$ cat src/rtl/cassette_pkg.sv
// rtl/cassette_pkg.sv - shared types and constants for the cassette recorder
package cassette_pkg;

  typedef enum logic [1:0] {
    IDLE,
    WAIT_MOTOR,
    HUNT,
    LOCKED
  } rec_state_t;

  localparam logic [7:0] LEADER_BYTE = 8'h55;

  // Period thresholds in Q ticks (2400 Hz ~ 373, 1200 Hz ~ 746)
  localparam int DEF_QTICK_MIN   = 200;
  localparam int DEF_QTICK_SPLIT = 560;
  localparam int DEF_QTICK_MAX   = 1100;

endpackage

$ cat src/rtl/cas_period_decoder.sv
// rtl/cas_period_decoder.sv - FSK period measurement and bit classification
// Ports:
//   clk, reset_n  clock, asynchronous active-low reset
//   q_en          one-clk pulse per Q cycle, the period time base
//   cas_in        asynchronous cassette comparator bit
//   clr           clear the period counter and drop the reference edge
//   bit_valid     one-clk strobe: a complete period was classified
//   bit_val       classified bit, valid with bit_valid (1 = short period)
//   gap           period counter is saturated (silence)
module cas_period_decoder #(
  parameter int QTICK_MIN   = 200,
  parameter int QTICK_SPLIT = 560,
  parameter int QTICK_MAX   = 1100
) (
  input  logic clk,
  input  logic reset_n,
  input  logic q_en,
  input  logic cas_in,
  input  logic clr,
  output logic bit_valid,
  output logic bit_val,
  output logic gap
);

  localparam int CW = $clog2(QTICK_MAX + 1);
  localparam logic [CW-1:0] MIN_C   = CW'(QTICK_MIN);
  localparam logic [CW-1:0] SPLIT_C = CW'(QTICK_SPLIT);
  localparam logic [CW-1:0] MAX_C   = CW'(QTICK_MAX);

  // sync[1:0] is the synchroniser, sync[2] the previous synchronised value
  logic [2:0]    sync;
  logic [CW-1:0] count;
  logic          have_ref;
  logic          rise;
  logic          too_short;
  logic          accept;

  assign rise      = sync[1] & ~sync[2];
  assign gap       = (count == MAX_C);
  assign too_short = (count < MIN_C);
  // A glitch edge is dropped without restarting the period, so the real
  // cycle is still measured from its own rising edge.
  assign accept    = rise & ~(have_ref & too_short);
  assign bit_valid = rise & have_ref & ~too_short & ~gap;
  assign bit_val   = (count < SPLIT_C);

  always_ff @(posedge clk or negedge reset_n) begin
    if (!reset_n) begin
      sync     <= '0;
      count    <= '0;
      have_ref <= 1'b0;
    end else begin
      sync <= {sync[1:0], cas_in};
      if (clr) begin
        count    <= '0;
        have_ref <= 1'b0;
      end else if (accept) begin
        count    <= '0;
        have_ref <= 1'b1;
      end else if (q_en && !gap) begin
        count <= count + CW'(1);
      end
    end
  end

endmodule

$ cat src/rtl/cassette_rec.sv
// rtl/cassette_rec.sv - CoCo cassette recorder: FSK decode, leader lock, SDRAM byte writer
// Ports:
//   clk, reset_n   clock, asynchronous active-low reset
//   q_en           one-clk pulse per CoCo Q cycle
//   motor          cassette relay
//   cas_in         cassette comparator bit (asynchronous)
//   arm            record enable; rising edge starts a new recording
//   sdram_addr/din write address and data, stable while sdram_we is high
//   sdram_we       write request, held until sdram_ack
//   sdram_ack      one-clk write-complete pulse
//   rec_len        bytes committed to SDRAM
//   rec_busy       decoder is hunting or locked
//   overflow       sticky: byte dropped while a write was pending
//   full           sticky: byte dropped at capacity
module cassette_rec
  import cassette_pkg::*;
#(
  parameter int                ADDR_W      = 25,
  parameter logic [ADDR_W-1:0] BASE_ADDR   = 25'h0100000,
  parameter int                QTICK_MIN   = DEF_QTICK_MIN,
  parameter int                QTICK_SPLIT = DEF_QTICK_SPLIT,
  parameter int                QTICK_MAX   = DEF_QTICK_MAX,
  parameter logic [23:0]       MAX_LEN     = 24'hFFFFFF
) (
  input  logic              clk,
  input  logic              reset_n,
  input  logic              q_en,
  input  logic              motor,
  input  logic              cas_in,
  input  logic              arm,
  output logic [ADDR_W-1:0] sdram_addr,
  output logic [7:0]        sdram_din,
  output logic              sdram_we,
  input  logic              sdram_ack,
  output logic [23:0]       rec_len,
  output logic              rec_busy,
  output logic              overflow,
  output logic              full
);

  rec_state_t  state, state_nxt;
  logic        arm_d;
  logic        arm_rise;
  logic [7:0]  shreg, shreg_nxt, shifted;
  logic [3:0]  bcnt, bcnt_nxt;
  logic        emit;
  logic        hunt_clr;
  logic        bit_valid, bit_val, gap;
  logic        ack_ok;
  logic [23:0] len_now;

  cas_period_decoder #(
    .QTICK_MIN  (QTICK_MIN),
    .QTICK_SPLIT(QTICK_SPLIT),
    .QTICK_MAX  (QTICK_MAX)
  ) u_dec (
    .clk      (clk),
    .reset_n  (reset_n),
    .q_en     (q_en),
    .cas_in   (cas_in),
    .clr      (hunt_clr),
    .bit_valid(bit_valid),
    .bit_val  (bit_val),
    .gap      (gap)
  );

  assign arm_rise = arm & ~arm_d;
  assign shifted  = {bit_val, shreg[7:1]};
  assign rec_busy = (state == HUNT) || (state == LOCKED);

  always_comb begin
    state_nxt = state;
    shreg_nxt = shreg;
    bcnt_nxt  = bcnt;
    emit      = 1'b0;
    hunt_clr  = 1'b0;
    case (state)
      IDLE: begin
        if (arm_rise) state_nxt = WAIT_MOTOR;
      end
      WAIT_MOTOR: begin
        if (motor) begin
          state_nxt = HUNT;
          hunt_clr  = 1'b1;
          shreg_nxt = '0;
          bcnt_nxt  = '0;
        end
      end
      HUNT, LOCKED: begin
        if (!motor) begin
          state_nxt = WAIT_MOTOR;
          shreg_nxt = '0;
          bcnt_nxt  = '0;
        end else if (gap) begin
          state_nxt = HUNT;
          hunt_clr  = 1'b1;
          shreg_nxt = '0;
          bcnt_nxt  = '0;
        end else if (bit_valid) begin
          shreg_nxt = shifted;
          if (state == HUNT) begin
            // bcnt saturates at 8: it only has to prove a full byte was seen
            if (bcnt != 4'd8) bcnt_nxt = bcnt + 4'd1;
            if (bcnt >= 4'd7 && shifted == LEADER_BYTE) begin
              emit      = 1'b1;
              bcnt_nxt  = '0;
              state_nxt = LOCKED;
            end
          end else begin
            bcnt_nxt = bcnt + 4'd1;
            if (bcnt == 4'd7) begin
              emit     = 1'b1;
              bcnt_nxt = '0;
            end
          end
        end
      end
      default: state_nxt = IDLE;
    endcase
    if (!arm) begin
      state_nxt = IDLE;
      emit      = 1'b0;
      hunt_clr  = 1'b0;
    end
  end

  always_ff @(posedge clk or negedge reset_n) begin
    if (!reset_n) begin
      state <= IDLE;
      arm_d <= 1'b0;
      shreg <= '0;
      bcnt  <= '0;
    end else begin
      state <= state_nxt;
      arm_d <= arm;
      shreg <= shreg_nxt;
      bcnt  <= bcnt_nxt;
    end
  end

  // A write completing in the emit cycle frees the holding register, so the
  // capacity test uses the length as it will be after that completion.
  assign ack_ok  = sdram_we & sdram_ack;
  assign len_now = ack_ok ? rec_len + 24'd1 : rec_len;

  always_ff @(posedge clk or negedge reset_n) begin
    if (!reset_n) begin
      sdram_we   <= 1'b0;
      sdram_addr <= BASE_ADDR;
      sdram_din  <= '0;
      rec_len    <= '0;
      overflow   <= 1'b0;
      full       <= 1'b0;
    end else begin
      if (ack_ok) begin
        sdram_we   <= 1'b0;
        sdram_addr <= sdram_addr + ADDR_W'(1);
        rec_len    <= rec_len + 24'd1;
      end
      if (arm_rise && state == IDLE) begin
        sdram_addr <= BASE_ADDR;
        rec_len    <= '0;
        overflow   <= 1'b0;
        full       <= 1'b0;
      end
      if (emit) begin
        if (sdram_we && !ack_ok) begin
          overflow <= 1'b1;
        end else if (len_now >= MAX_LEN) begin
          full <= 1'b1;
        end else begin
          sdram_din <= shifted;
          sdram_we  <= 1'b1;
        end
      end
    end
  end

endmodule

$ cat config.mk
export PLATFORM = sky130hd
export DESIGN_NAME = cassette_rec
export DESIGN_NICKNAME = d
export VERILOG_FILES = /design/src/rtl/cassette_pkg.sv /design/src/rtl/cas_period_decoder.sv /design/src/rtl/cassette_rec.sv
export SDC_FILE = /design/constraint.sdc
export NUM_CORES = 1
export LEC_CHECK = 0
export ABC_AREA = 1
export CAP_MARGIN = 20
export CORE_MARGIN = 8
export CORE_UTILIZATION = 60
export CTS_CLUSTER_SIZE = 28
export DETAILED_ROUTE_END_ITERATION = 6
export PLACE_DENSITY = 0.93
export SYNTH_ARGS = -nofsm -noshare
export SYNTH_HDL_FRONTEND = slang
export SYNTH_SLANG_ARGS = --single-unit
$ cat constraint.sdc
create_clock -name clk -period 3.32 [get_ports clk]
set_input_delay 0.664 -clock clk [delete_from_list [all_inputs] [get_ports clk]]
set_output_delay 0.664 -clock clk [all_outputs]
set_load 0.02 [all_outputs]
==> results by group, run 1 <==
Synth
  – Area share of the largest cell type after synthesis: 0.446
  – Number of synthesized register bits: 89
  – Synth Area in Adders: 0.0152
  – Cell area after synthesis: 4940 um2
  – Async S/R FF share, synth: 1.00
  – Synth Area in XOR/XNOR: 0.0160
  – Sequential-to-total area share from yosys stat: 0.451
  – Main combinational cell family by area after synthesis: simple AND/OR/NAND/NOR gates
  – Synth warn: 0
  – Synthesized area per cell: 7.42 um2
  – Top FF cell, synth: dfrtp_1
  – Syn nets: 679
  – Compound-cell area share of the yosys netlist: 0.101
  – Unique masters post-synth: 38
  – Ranking of synthesized cells by area: dfrtp_1, nand2_1, inv_1
  – Post-synthesis mux area share: 0
  – Post-Synth Simple-Gate Area: 0.333
  – Cells after synthesis: 666
  – Leading area contributor after synthesis: dfrtp_1
  – Number of synthesized flops with an enable pin: 0

Floorplanning
  – Starting Density: 0.610
  – Die height: 107 um
  – Chip Width: 107 um
  – Die ar.: 11400 um2
  – Ports: 68
  – Core footprint: 8090 um2
  – Site Rows: 33

Timing
  – Slew headroom: 0.609
  – Final period util: 0.853
  – Final hold vios: 0
  – Setup violations, final: 0
  – Slew at the pin with the worst max-slew slack: 586 ps
  – Fmax: 353 MHz
  – Final setup TNS: 0 ps
  – Clock skew: 13.1 ps
  – RSZ-0062 raised after global routing: no
  – Tmin final: 2830 ps
  – Fin. max-slew vios: 0

Route
  – Vias: 4665
  – Remaining antenna violation count: 0
  – DR iter-0 viols: 278
  – Via density: 5.50
  – Routed wire length: 12300 um
  – Number of remaining DRC errors: 0
  – DRT Pass-1 Iters: 5
  – WL per Instance: 14.5 um

Clock network
  – CTS buffer count: 9
  – Longest Clk Path Bufs: 2
  – CTS tree: built
  – Hold-fix buffers, CTS: 0
  – CTS H-tree depth: 3
  – Post-CTS sizing: 0
  – Sink Count: 89
  – Clock root cell: clkbuf_8
  – Clock latency on the worst-skew pair: 350 ps
  – Setup bufs post-CTS: 0
  – Clock slew at reported path FFs: 90 ps

Critical path
  – Top delay family on crit path: simple AND/OR/NAND/NOR gates
  – CP endpoint kind: flip-flop
  – CP Max Fanout: 14
  – Crit path cell chain: clkdlybuf4s50_1 > nand2_2 > nor2_2 > nand2_2 > nor2_2 > nand2_1 > xnor2_1 > nand2_1 > nor2_1 > nand3_1 > nand2_2 > nand2_1 > nand2_1
  – Critical Path RT: 3610 ps
  – Data arrival, critical path: 3120 ps
  – Bufs and invs on worst path: 1
  – Critical path class: in -> reg
  – CP Launch Type: input port
  – Crit path largest cell delay: 520 ps
  – Crit-path most repeated cell: nand2_1
  – Critical Path Slowest Stage Cell: clkdlybuf4s50_1

Global route
  – First-pass GRT wire length: 21100 um
  – Total GRT Usage: 0.223
  – Initial antenna violation count: 0
  – Largest net degree at the start of global routing: 90
  – Number of global-route vias before repair: 4683
  – Grt ovf: 0

Finish
  – Reg area: 2230 um2
  – Commonest non-fill, non-tap cell in the layout: nand2_1
  – Layout area overhead: 20.3%
  – Nets: 751
  – Area taken by multi-input logic gates: 2300 um2
  – Filler Cell Count: 611
  – Most frequent cells in the layout: nand2_1, inv_1, nor2_1
  – Share of cells above drive strength 1: 0.0740
  – Ant diodes: 0
  – Fin util: 0.734

Min path
  – Min-Delay Path Class: in -> async

Power and ir drop
  – Worst IR Drop VDD: 0.000210 V
  – PD cells: 357 nW/um2
  – Pleak: 2.70 nW
  – Power Total: 2.12 mW

Place
  – HPWL after DPL: 9140 um
  – PortBufs: 67
  – Routability cong.: 0.906

Job
  – Max-cap viol count: 0

Run status
  – Status: complete, no violations
==> through the flow <==
step                      cells  hold WS [ps]  cell area [um2]  setup WS [ps]
after global placement      831           334             5710            339
after global routing        848           160             5940            236
final                       848           157             5940            486
after CTS                   847           356             5910            504
after floorplan             666           331             4940           1290
after detailed placement    831           336             5710            194
==> metal layers <==
| metal | GRT usage | wire length (um) | vias up | part of all wire |
|---|---|---|---|---|
| li1 | - | - | 2287 | - |
| met1 | 0.271 | 5160 | 2178 | 0.42 |
| met2 | 0.368 | 6060 | 164 | 0.49 |
| met3 | 0.0420 | 756 | 36 | 0.061 |
| met4 | 0.121 | 333 | 0 | 0.027 |
| met5 | 0 | 0 | - | 0 |
==> synthesized netlist by cell type, types with 2 or more instances <==
cell and instances:
nor4_1 4, nand3b_1 3, nor2_4 6, clkbuf_1 6, nor3_1 12, nor2_2 6
ha_1 6, o31ai_1 3, o21ai_2 2, a31oi_1 3, nand4_1 13, a21oi_1 36
nor2_1 91, nand3_1 47, nand2_2 8, o21ai_0 33, inv_2 4, nor3_2 5
clkinv_1 2, buf_4 2, inv_1 92, o21a_1 4, o21ai_1 8, dfrtp_1 88
a211oi_1 2, xor2_1 8, nand2_1 161
==> cells by family after synthesis <==
family                     after synthesis
and+or+nand+nor                        363
buffers and inverters                  107
AOI/OAI and AO/OA                       92
DFF                                     89
xor gates and xnor gates                 9
adders and majority gates                6
==> final timing paths <==
check                                              from                    endpoint  slack, ps  cells after the start
worst max-delay path                          sdram_ack    sdram_din[6]$_DFFE_PN0P_        490                     13
worst min-delay path                            reset_n   sdram_addr[9]$_DFFE_PN0P_        160                      1
worst max register to register     rec_len[0]$_DFF_PN0_    sdram_din[6]$_DFFE_PN0P_        780                     13
worst min register to register  u_dec.sync[0]$_DFF_PN0_     u_dec.sync[1]$_DFF_PN0_        350                      0
max in group asynchronous                       reset_n  sdram_addr[20]$_DFFE_PN1P_       2480                      2
min in group clk                u_dec.sync[0]$_DFF_PN0_     u_dec.sync[1]$_DFF_PN0_        350                      0
==> worst register-to-register path, cell delays in order (launching register included) <==
cell	delay (ps)
dfrtp_1	450
ha_1	240
nand2_1	120
nor2_2	150
nand2_2	130
nor2_2	140
nand2_1	80
xnor2_1	200
nand2_1	80
nor2_1	110
nand3_1	340
nand2_2	280
nand2_1	90
nand2_1	60
==> where the power goes <==
part	switching [mW]	total [mW]	internal, mW
registers	0.0301	1.15	1.12
clock network	0.379	0.767	0.388
logic	0.141	0.206	0.0657
==> flip-flops by register name, summed over array words and instances (netlist names) <==
name            count
bcnt                4
u_dec.sync          3
u_dec.have_ref      1
state               2
overflow            1
shreg               7
sdram_din           8
sdram_addr         25
u_dec.count        11
arm_d               1
sdram_we            1
full                1
rec_len            24
==> final cells by class <==
cell class | count | share of cell area
clock buffer | 13 | 0.0268
clock inverter | 3 | 0.00674
inverter | 99 | 0.0630
sequential | 89 | 0.375
timing repair buffer | 69 | 0.118
multi-input combinational | 470 | 0.388
tap | 105 | 0.0221
Power figures use the tool's default switching activity.
==> run 2: changes to the inputs <==
--- a/config.mk
+++ b/config.mk
@@ -15,3 +15,4 @@
 export SYNTH_ARGS = -nofsm -noshare
 export SYNTH_HDL_FRONTEND = slang
 export SYNTH_SLANG_ARGS = --single-unit
+export TNS_END_PERCENT = 100
==> results of run 2 <==
Final layout, timing and power as in run 1 (identical DEF).
==> run 3: changes to the inputs <==
--- a/config.mk
+++ b/config.mk
@@ -12,6 +12,7 @@
 export CTS_CLUSTER_SIZE = 28
 export DETAILED_ROUTE_END_ITERATION = 6
 export PLACE_DENSITY = 0.93
+export SLEW_MARGIN = 20
 export SYNTH_ARGS = -nofsm -noshare
 export SYNTH_HDL_FRONTEND = slang
 export SYNTH_SLANG_ARGS = --single-unit
==> results by group, run 3 (same netlist as run 1, synthesis figures left out) <==
Run status
  – Status: complete, no violations

Timing
  – Slew at the pin with the worst max-slew slack: 818 ps (+232 ps)
  – Setup violations, final: 0 (unchanged)
  – Final hold vios: 0 (unchanged)
  – Final period util: 0.856 (+0.00266)
  – RSZ-0062 raised after global routing: no
  – Final setup TNS: 0 ps (unchanged)
  – Fmax: 352 MHz (-0.31%)
  – Fin Hold WS: 334 ps (+177 ps)
  – Tmin final: 2840 ps (+8.84 ps)
  – Slew headroom: 0.454 (-0.155)
  – Setup WS post-layout: 478 ps (-8.84 ps)
  – Clock skew: 12.7 ps (-0.474 ps)
  – Fin. max-slew vios: 0 (unchanged)

Power and ir drop
  – Int Pwr: 1.57 mW (-0.19%)
  – Sw power: 0.546 mW (-0.69%)
  – Sequential share of power: 0.543 (+0.002)
  – Switching part of the total: 0.258 (-0.000959)
  – Clock share of power: 0.362 (about the same)
  – Worst IR Drop VDD: 0.000209 V (-0.53%)
  – Power Total: 2.11 mW (-0.32%)
  – Pleak: 2.68 nW (-0.42%)
  – PD cells: 357 nW/um2 (about the same)
  – Gate power share: 0.096 (about the same)

Finish
  – Final Cell Area: 5920 um2 (-0.40%)
  – Nets: 750 (-0.13%)
  – Biggest register: sdram_addr
  – Ant diodes: 0 (unchanged)
  – Finished Layout Cells: 847 (-0.12%)
  – Fin util: 0.731 (-0.00294)
  – Filler Cell Count: 619 (+1.3%)
  – Commonest non-fill, non-tap cell in the layout: nand2_1
  – Reg area: 2230 um2 (unchanged)
  – Most frequent cells in the layout: nand2_1, inv_1, nor2_1
  – Area taken by multi-input logic gates: 2300 um2 (unchanged)
  – Share of cells above drive strength 1: 0.0728 (-0.00125)
  – Layout area overhead: 19.8%
  – Largest registers: sdram_addr x25, rec_len x24, u_dec.count x11
  – Max reg flops: 25 (unchanged)

Floorplanning
  – Site Rows: 33 (unchanged)
  – Starting Density: 0.610 (unchanged)
  – Chip Width: 107 um (unchanged)
  – Ports: 68 (unchanged)
  – Die ar.: 11400 um2 (unchanged)
  – Die height: 107 um (unchanged)
  – Core footprint: 8090 um2 (unchanged)

Global route
  – Number of global-route vias before repair: 4683 (unchanged)
  – Largest net degree at the start of global routing: 90 (unchanged)
  – Grt ovf: 0 (unchanged)
  – First-pass GRT wire length: 21100 um (unchanged)
  – Total GRT Usage: 0.223 (unchanged)
  – Initial antenna violation count: 0 (unchanged)

Place
  – Placed Instance Area: 5710 um2 (unchanged)
  – Place WS: 194 ps (unchanged)
  – Cells after DPL: 831 (unchanged)
  – PortBufs: 67 (unchanged)
  – HPWL after DPL: 9140 um (unchanged)
  – Routability cong.: 0.906 (unchanged)

Clock network
  – Post-CTS sizing: 0 (unchanged)
  – Longest Clk Path Bufs: 2 (unchanged)
  – Setup bufs post-CTS: 0 (unchanged)
  – CTS tree: built
  – CTS H-tree depth: 3 (unchanged)
  – Sink Count: 89 (unchanged)
  – Clock slew at reported path FFs: 90 ps (about the same)
  – Clock root cell: clkbuf_8
  – Clock latency on the worst-skew pair: 350 ps (about the same)
  – CTS buffer count: 9 (unchanged)
  – Hold-fix buffers, CTS: 0 (unchanged)

Critical path
  – CP Max Fanout: 14 (unchanged)
  – Crit-path most repeated cell: nand2_1
  – Critical Path RT: 3610 ps (about the same)
  – Critical path class: in -> reg
  – Crit path cell chain: clkdlybuf4s50_1 > nand2_2 > nor2_2 > nand2_2 > nor2_2 > nand2_1 > xnor2_1 > nand2_1 > nor2_1 > nand3_1 > nand2_2 > nand2_1 > nand2_1
  – Data arrival, critical path: 3130 ps (about the same)
  – CP endpoint kind: flip-flop
  – Crit path largest cell delay: 520 ps (about the same)
  – CP Launch Type: input port
  – Critical Path Slowest Stage Cell: clkdlybuf4s50_1

Route
  – Via density: 5.48 (-0.46%)
  – Vias: 4638 (-0.58%)
  – DR iter-0 viols: 271 (-2.5%)
  – DRT Pass-1 Iters: 5 (unchanged)
  – Routed wire length: 12200 um (-0.67%)
  – WL per Instance: 14.4 um (-0.55%)
  – Number of remaining DRC errors: 0 (unchanged)
  – Remaining antenna violation count: 0 (unchanged)

Job
  – Max-cap viol count: 0 (unchanged)

Min path
  – Min-Delay Path Class: in -> async
==> run 3: changes by cell type in the layout (fill, tap and decap cells not counted), sizes merged <==
| cell | previous run | this run |
|---|---|---|
| buf | 3 | 2 |
==> run 3: cell type report <==
type	instances	area share
well taps	105	0.0222
clock inverters	3	0.00677
multi-input cells	470	0.389
flip-flops and latches	89	0.377
clock buffers	13	0.0269
repair buffers	68	0.115
inverters	99	0.0632
==> run 3: worst max-delay path, delay by kind of cell <==
kind / cells / cell delay [ps]
xor+xnor: 1 / 200
buf+inv: 1 / 520
simple gates: 11 / 1730
==> run 3: worst paths after layout <==
check                                         from                        end  slack, ps  cells after the start
setup reg to reg              rec_len[0]$_DFF_PN0_   sdram_din[6]$_DFFE_PN0P_        780                     13
min in group clk           u_dec.sync[0]$_DFF_PN0_    u_dec.sync[1]$_DFF_PN0_        350                      0
hold / removal                             reset_n  sdram_addr[7]$_DFFE_PN0P_        330                      1
max in group asynchronous                  reset_n  sdram_addr[6]$_DFFE_PN0P_       2380                      1
hold reg to reg            u_dec.sync[0]$_DFF_PN0_    u_dec.sync[1]$_DFF_PN0_        350                      0
setup / recovery                         sdram_ack   sdram_din[6]$_DFFE_PN0P_        480                     13
==> run 3: power groups by stage <==
stage	combinational, mW	sequential, mW	clock [mW]
floorplan	0.138	1.16	0
global placement	0.194	1.17	0
detailed placement	0.202	1.17	0
CTS	0.203	1.15	0.774
global route	0.232	1.15	0.821
finish	0.202	1.15	0.764
==> run 3: layer usage <==
metal / GRT usage / share of wire
met5: 0 / 0
met4: 0.121 / 0.025
met3: 0.0420 / 0.066
met2: 0.368 / 0.49
met1: 0.271 / 0.42
